<file path="config.mk">
export PLATFORM = sky130hd
export DESIGN_NAME = gps_ce_gen_flat
export DESIGN_NICKNAME = d
export VERILOG_FILES = /design/src/rtl/gps_ce_pkg.sv /design/src/rtl/gps_ce_gen_if.sv /design/src/rtl/gps_ce_chan.sv /design/src/rtl/gps_ce_gen.sv /design/src/flat_wrapper.sv
export SDC_FILE = /design/constraint.sdc
export NUM_CORES = 1
export LEC_CHECK = 0
export ABC_AREA = 1
export CORE_UTILIZATION = 40
export CTS_CLUSTER_DIAMETER = 80
export CTS_CLUSTER_SIZE = 16
export DETAILED_ROUTE_END_ITERATION = 10
export PLACE_DENSITY = 0.62
export REMOVE_ABC_BUFFERS = 1
export SLEW_MARGIN = 20
export SYNTH_ARGS = -nofsm -noshare
export SYNTH_HDL_FRONTEND = slang
export SYNTH_HIERARCHICAL = 1
export SYNTH_SLANG_ARGS = --single-unit
</file>
<file path="constraint.sdc">
create_clock -name sys_clk_50 -period 7.3 [get_ports sys_clk_50]
set_input_delay 0.73 -clock sys_clk_50 [delete_from_list [all_inputs] [get_ports sys_clk_50]]
set_output_delay 0.73 -clock sys_clk_50 [all_outputs]
set_load 0.05 [all_outputs]
</file>
<file path="src/rtl/gps_ce_pkg.sv">
// Shared types and clamp helpers for the GPS clock-enable generator.
package gps_ce_pkg;

    localparam int unsigned CFG_CH_W  = 3;
    localparam int unsigned CFG_DIV_W = 8;

    typedef struct packed {
        logic [CFG_DIV_W-1:0] div;
        logic [CFG_DIV_W-1:0] phase;
    } ce_cfg_t;

    function automatic logic [CFG_DIV_W-1:0] div_eff(input logic [CFG_DIV_W-1:0] div);
        return (div == '0) ? CFG_DIV_W'(1) : div;
    endfunction

    function automatic logic [CFG_DIV_W-1:0] phase_eff(input logic [CFG_DIV_W-1:0] phase,
                                                       input logic [CFG_DIV_W-1:0] div_e);
        return (phase > div_e - CFG_DIV_W'(1)) ? div_e - CFG_DIV_W'(1) : phase;
    endfunction

endpackage

</file>
<file path="src/rtl/gps_ce_gen_if.sv">
// Configuration bus of the clock-enable generator: write strobe, target, values, pending flags.
interface gps_ce_gen_if
    import gps_ce_pkg::*;
#(
    parameter int unsigned NUM_CH = 2,
    parameter int unsigned DIV_W  = 8
) ();

    logic                cfg_wr;
    logic [CFG_CH_W-1:0] cfg_ch;
    logic [DIV_W-1:0]    cfg_div;
    logic [DIV_W-1:0]    cfg_phase;
    logic [NUM_CH-1:0]   cfg_pending;

    modport master (
        output cfg_wr, cfg_ch, cfg_div, cfg_phase,
        input  cfg_pending
    );

    modport slave (
        input  cfg_wr, cfg_ch, cfg_div, cfg_phase,
        output cfg_pending
    );

endinterface

</file>
<file path="src/rtl/gps_ce_chan.sv">
// One divide channel: counter, shadow/active config, registered strobe and square wave.
module gps_ce_chan
    import gps_ce_pkg::*;
(
    input  logic                 clk,
    input  logic                 rst,
    input  logic                 run,
    input  logic                 resync,
    input  logic                 wr,
    input  ce_cfg_t              wr_cfg,
    input  logic [CFG_DIV_W-1:0] def_div,
    output logic                 pending,
    output logic                 ce,
    output logic                 sq,
    output logic                 tc
);

    logic [CFG_DIV_W-1:0] cnt_q, cnt_d, div_e, new_div_e;
    ce_cfg_t              act_q, act_d, sh_q, sh_d;
    logic                 pend_q, pend_d, ce_q, ce_d, sq_q, sq_d;
    logic                 xfer;

    always_comb begin
        div_e  = div_eff(act_q.div);
        // >= so a count left above a freshly shortened divisor still wraps
        tc     = (cnt_q >= div_e - CFG_DIV_W'(1));
        sh_d   = wr ? wr_cfg : sh_q;
        pend_d = pend_q | wr;
        act_d  = act_q;
        xfer   = resync | ~run | tc;
        if (xfer && pend_d) begin
            act_d  = sh_d;
            pend_d = 1'b0;
        end
        new_div_e = div_eff(act_d.div);
        cnt_d     = cnt_q;
        ce_d      = 1'b0;
        sq_d      = sq_q;
        if (resync) begin
            cnt_d = phase_eff(act_d.phase, new_div_e);
            sq_d  = 1'b0;
        end else if (run) begin
            if (tc) begin
                cnt_d = '0;
                ce_d  = 1'b1;
                sq_d  = ~sq_q;
            end else begin
                cnt_d = cnt_q + CFG_DIV_W'(1);
            end
        end
    end

    always_ff @(posedge clk) begin
        if (rst) begin
            cnt_q  <= '0;
            act_q  <= '{div: def_div, phase: '0};
            sh_q   <= '0;
            pend_q <= 1'b0;
            ce_q   <= 1'b0;
            sq_q   <= 1'b0;
        end else begin
            cnt_q  <= cnt_d;
            act_q  <= act_d;
            sh_q   <= sh_d;
            pend_q <= pend_d;
            ce_q   <= ce_d;
            sq_q   <= sq_d;
        end
    end

    assign pending = pend_q;
    assign ce      = ce_q;
    assign sq      = sq_q;

endmodule

</file>
<file path="src/rtl/gps_ce_gen.sv">
// Multi-channel programmable clock-enable generator with coherent resync and common epoch.
module gps_ce_gen
    import gps_ce_pkg::*;
#(
    parameter int unsigned              NUM_CH  = 2,
    parameter int unsigned              DIV_W   = CFG_DIV_W,
    parameter logic [NUM_CH*DIV_W-1:0]  DEF_DIV = {8'd10, 8'd1},
    parameter int unsigned              EPOCH_W = 16
) (
    input  logic               sys_clk_50,
    input  logic               sync_rst_in,
    input  logic               run,
    input  logic               resync,
    gps_ce_gen_if.slave        cfg,
    output logic [NUM_CH-1:0]  ce_out,
    output logic [NUM_CH-1:0]  sq_out,
    output logic               epoch,
    output logic [EPOCH_W-1:0] epoch_cnt
);

    logic [NUM_CH-1:0]  ch_wr, tc, pending;
    ce_cfg_t            wr_cfg;
    logic               epoch_q, epoch_d;
    logic [EPOCH_W-1:0] epoch_cnt_q;

    assign wr_cfg = '{div: CFG_DIV_W'(cfg.cfg_div), phase: CFG_DIV_W'(cfg.cfg_phase)};

    // Writes to channel numbers beyond NUM_CH match no decoder and are dropped
    for (genvar i = 0; i < NUM_CH; i++) begin : g_ch
        assign ch_wr[i] = cfg.cfg_wr && (cfg.cfg_ch == CFG_CH_W'(i));

        gps_ce_chan u_chan (
            .clk     (sys_clk_50),
            .rst     (sync_rst_in),
            .run     (run),
            .resync  (resync),
            .wr      (ch_wr[i]),
            .wr_cfg  (wr_cfg),
            .def_div (CFG_DIV_W'(DEF_DIV[i*DIV_W +: DIV_W])),
            .pending (pending[i]),
            .ce      (ce_out[i]),
            .sq      (sq_out[i]),
            .tc      (tc[i])
        );
    end

    assign cfg.cfg_pending = pending;

    always_comb begin
        epoch_d = run & ~resync & (&tc);
    end

    always_ff @(posedge sys_clk_50) begin
        if (sync_rst_in) begin
            epoch_q     <= 1'b0;
            epoch_cnt_q <= '0;
        end else begin
            epoch_q <= epoch_d;
            if (epoch_d) begin
                epoch_cnt_q <= epoch_cnt_q + EPOCH_W'(1);
            end
        end
    end

    assign epoch     = epoch_q;
    assign epoch_cnt = epoch_cnt_q;

endmodule

</file>
<file path="src/flat_wrapper.sv">
// flat-port wrapper written by rule: the top's interface ports become plain ports
module gps_ce_gen_flat import gps_ce_pkg::*;
#(
    parameter int unsigned              NUM_CH  = 2,
    parameter int unsigned              DIV_W   = CFG_DIV_W,
    parameter logic [NUM_CH*DIV_W-1:0]  DEF_DIV = {8'd10, 8'd1},
    parameter int unsigned              EPOCH_W = 16
)
  (sys_clk_50, sync_rst_in, run, resync, ce_out, sq_out, epoch, epoch_cnt, cfg_cfg_wr, cfg_cfg_ch, cfg_cfg_div, cfg_cfg_phase, cfg_cfg_pending);
  gps_ce_gen_if #(.NUM_CH(NUM_CH), .DIV_W(DIV_W)) cfg_i ();
  input  logic sys_clk_50;
  input  logic sync_rst_in;
  input  logic run;
  input  logic resync;
  output logic [NUM_CH-1:0] ce_out;
  output logic [NUM_CH-1:0] sq_out;
  output logic epoch;
  output logic [EPOCH_W-1:0] epoch_cnt;
  input wire logic [$bits(cfg_i.cfg_wr)-1:0] cfg_cfg_wr;
  input wire logic [$bits(cfg_i.cfg_ch)-1:0] cfg_cfg_ch;
  input wire logic [$bits(cfg_i.cfg_div)-1:0] cfg_cfg_div;
  input wire logic [$bits(cfg_i.cfg_phase)-1:0] cfg_cfg_phase;
  output wire logic [$bits(cfg_i.cfg_pending)-1:0] cfg_cfg_pending;
  assign cfg_i.cfg_wr = cfg_cfg_wr;
  assign cfg_i.cfg_ch = cfg_cfg_ch;
  assign cfg_i.cfg_div = cfg_cfg_div;
  assign cfg_i.cfg_phase = cfg_cfg_phase;
  assign cfg_cfg_pending = cfg_i.cfg_pending;
  gps_ce_gen #(.NUM_CH(NUM_CH), .DIV_W(DIV_W), .DEF_DIV(DEF_DIV), .EPOCH_W(EPOCH_W)) u_core (.sys_clk_50(sys_clk_50), .sync_rst_in(sync_rst_in), .run(run), .resync(resync), .cfg(cfg_i), .ce_out(ce_out), .sq_out(sq_out), .epoch(epoch), .epoch_cnt(epoch_cnt));
endmodule
</file>
==> impl_metrics.env <==
export IMPL_post_cts_buffers=0
export IMPL_cpLargestDelayFamily="simple AND/OR/NAND/NOR gates"
export IMPL_grt_pass1_wl_mm=23.8
export IMPL_start_util_pct=40.9
export IMPL_vias_per_cell=4.80
export IMPL_critPathMaxStageDelay_ns=0.39
export IMPL_cap_violations=0
export IMPL_cp_max_fo=14
export IMPL_die_x_um=127
export IMPL_syn_to_final_growth_pct=14.6
export IMPL_antenna_found_initial=0
export IMPL_wirelength_mm=14.3
export IMPL_maxSlewHeadroom_pct=49.1
export IMPL_syn_area_um2=6200
export IMPL_dr_pass1_iters=5
export IMPL_ir_worst_vdd_mv=0.119
export IMPL_async_reset_ff_share_pct=0
export IMPL_drt_initial_drc_count=357
export IMPL_final_hold_viol_count=0
export IMPL_wl_met3_um=404
export IMPL_hp_class="reg -> reg"
export IMPL_synth_cell_types=45
export IMPL_final_cells=1126
export IMPL_num_vias=5407
export IMPL_grtUsageTotal_pct=18.8
export IMPL_grt_overflow=0
export IMPL_setup_tns_ns=0
export IMPL_gp_congestion=0.900
export IMPL_cp_arrival_ns=5.12
export IMPL_crit_top_cell="nand2_1"
export IMPL_cellPowerDensity_nw_per_um2=197
export IMPL_drtAntennaViolNets=0
export IMPL_skew_ns=0.00811
export IMPL_ctsHoldBuffers=0
export IMPL_min_period_ns=4.83
export IMPL_leakage_nw=3.31
export IMPL_cts_buffers=9
export IMPL_tightest_slew_ns=0.763
export IMPL_die_h_um=127
export IMPL_cts_sinks=103
export IMPL_drv_slew=0
export IMPL_cp_data_required_time_ns=7.59
export IMPL_ys_warn_count=6
export IMPL_setup_worst_path_class="reg -> reg"
export IMPL_max_clock_freq_mhz=207
export IMPL_startpoint_type="flop"
export IMPL_clockBufferDepth=2
export IMPL_dp_hpwl_mm=11.0
export IMPL_wl_met2_mm=6.58
export IMPL_wl_met1_mm=7.10
export IMPL_synth_edff_count=0
export IMPL_portBuffers=46
export IMPL_layout_drive_gt1_share_pct=9.06
export IMPL_fillers=1496
export IMPL_wl_per_cell_um=12.7
export IMPL_dieArea_um2=16000
export IMPL_status="finished clean"
export IMPL_setup_viol=0
export IMPL_highest_layer="met4"
export IMPL_placedCellCount=1110
export IMPL_cts_htree_levels=3
export IMPL_cp_end_kind="flop"
export IMPL_post_route_drc_count=0
export IMPL_io_pin_count=47
export IMPL_cts_tree="done"
export IMPL_rows=45
export IMPL_cts_resized=0
export IMPL_cts_clk_slew_worst_paths_ns=0.07
export IMPL_cts_root_buf="clkbuf_16"
export IMPL_cp_slowest_cell="dfxtp_1"
export IMPL_coreArea_um2=15100
export IMPL_rsz0062_at_grt="no"
export IMPL_grt_start_max_net_pins=80
export IMPL_fin_crit_sh_pct=66.2
export IMPL_n_antenna_cell=0
export IMPL_synth_top_flop_cell="dfxtp_1"
export IMPL_ys_seq_elements=103
export IMPL_final_nets=992
export IMPL_grt_pass1_vias=4938
export IMPL_ys_seq_area_share_pct=33.3
export IMPL_crit_buf_inv=2
export IMPL_syn_area_per_cell_um2=7.03
export IMPL_synth_cells=882
export IMPL_clk_latency_ns=0.36
[cell usage in the layout, fill, tap and decap left out, types with 2 or more instances in the layout]
cell type        count
nor2_1             109
nand3b_1             4
o22ai_1              2
dfxtp_1            103
nand2_2             19
buf_4                5
or2_2                5
nor2_2               9
inv_2                7
nor3b_1              2
xnor2_1              7
inv_1              120
clkdlybuf4s50_1     45
nand2_1            186
nor2_4               4
o32ai_1              2
o21ai_1              2
clkinv_2             2
nor3_1              11
a21o_1               2
o21ai_0             55
nand3_1             59
mux2i_1             32
a21oi_1             36
xor2_1              10
nand4_1              6
a31oi_1              2
nand2_4             10
nand3_2              3
inv_6                2
clkbuf_16            9
ha_1                35
conb_1              16
o21ai_2              3
nand3_4              2
[report_power, final]
group / internal, W / switching, W / total, W
clock network: 0.000243 / 0.000224 / 0.000466
registers: 0.000588 / 0.0000185 / 0.000607
logic: 0.000119 / 0.000205 / 0.000324
total: 0.000950 / 0.000448 / 0.00140
[state kept, by name, summed over array words and instances, names as in the netlist]
register / count
u_core/g_ch.u_chan/act_q: 32
u_core/g_ch.u_chan/sh_q: 32
u_core/epoch_cnt: 16
u_core/g_ch.u_chan/cnt_q: 16
u_core/g_ch.u_chan/ce: 2
u_core/g_ch.u_chan/pending: 2
u_core/g_ch.u_chan/sq: 2
u_core/epoch: 1
[path summary, 6_finish.rpt]
check                                                startpoint  slack [ns]                              to  depth (start not counted)
worst max-delay path            u_core/g_ch[0].u_chan/act_q[14]        2.47  u_core/g_ch[0].u_chan/cnt_q[0]                         29
worst min register to register              u_core/epoch_cnt[4]        0.48             u_core/epoch_cnt[4]                          2
worst max register to register  u_core/g_ch[0].u_chan/act_q[14]        2.47  u_core/g_ch[0].u_chan/cnt_q[0]                         29
worst min-delay path                        u_core/epoch_cnt[4]        0.48             u_core/epoch_cnt[4]                          2
[per-stage QoR]
stage / power, W / area, um^2 / setup WS (ns) / hold slack, ns / util (%)
2_1_floorplan: 0.000852 / 6100 / 2.93 / 0.456 / -
3_3_place_gp: 0.000942 / 6830 / 2.26 / 0.464 / 45.1
3_5_place_dp: 0.000944 / 6830 / 2.26 / 0.472 / 45.1
4_1_cts: 0.00142 / 7110 / 2.48 / 0.483 / 46.9
5_1_grt: 0.00150 / 7110 / 1.83 / 0.515 / 46.9
6_report: 0.00140 / 7110 / 2.47 / 0.480 / 46.9
[worst min-delay path: stages (launching register included)]
cell     delay (ns)
dfxtp_1        0.33
inv_1          0.05
a21oi_1        0.05
[kinds of logic (layout without fill, tap and decap cells)]
group	count (synthesis)	in the layout	share of synthesized area, %
buffers and inverters	151	193	10.2
adders and majority gates	35	35	7.06
xor gates and xnor gates	17	17	2.40
muxes	32	32	5.17
and+or+nand+nor	430	430	31.9
DFF	103	103	33.3
AOI/OAI and AO/OA	112	112	9.93
other	2	16	0.121
[synthesized netlist by cell type (3+ instances only)]
library cell	count	area share, %
nor2_1	111	6.7
xnor2_1	7	0.99
buf_6	3	0.54
o21ai_0	55	4.4
o21ai_2	3	0.42
inv_1	120	7.3
nor3_1	11	0.89
nor2_4	4	0.73
nand3_2	3	0.48
nand2_4	10	1.8
nand3_1	59	4.8
ha_1	35	7.1
mux2i_1	32	5.2
nand2_2	19	1.9
buf_2	3	0.24
a21oi_1	36	2.9
inv_2	7	0.42
xor2_1	10	1.4
buf_4	3	0.36
nand2_1	186	11
clkbuf_1	13	0.79
nand4_1	6	0.61
nor2_2	7	0.71
dfxtp_1	103	33
or2_2	5	0.50
nand3b_1	4	0.48
[layer usage]
layer	up-vias	track usage (%)
li1	2898	-
met1	2424	24.7
met2	72	30.8
met3	13	3.63
met4	0	6.24
met5	-	0
[layout make-up]
cell class              instances  area [um^2]  share of cell area [%]
inverters                     127          477                    6.71
clock inverters                 6         43.8                   0.616
clock buffers                  10          239                    3.36
repair buffers                 50          488                    6.86
multi-input cells             642         3560                    50.1
flip-flops and latches        103         2060                    29.0
well taps                     188          235                    3.31
Power figures use the tool's default switching activity.
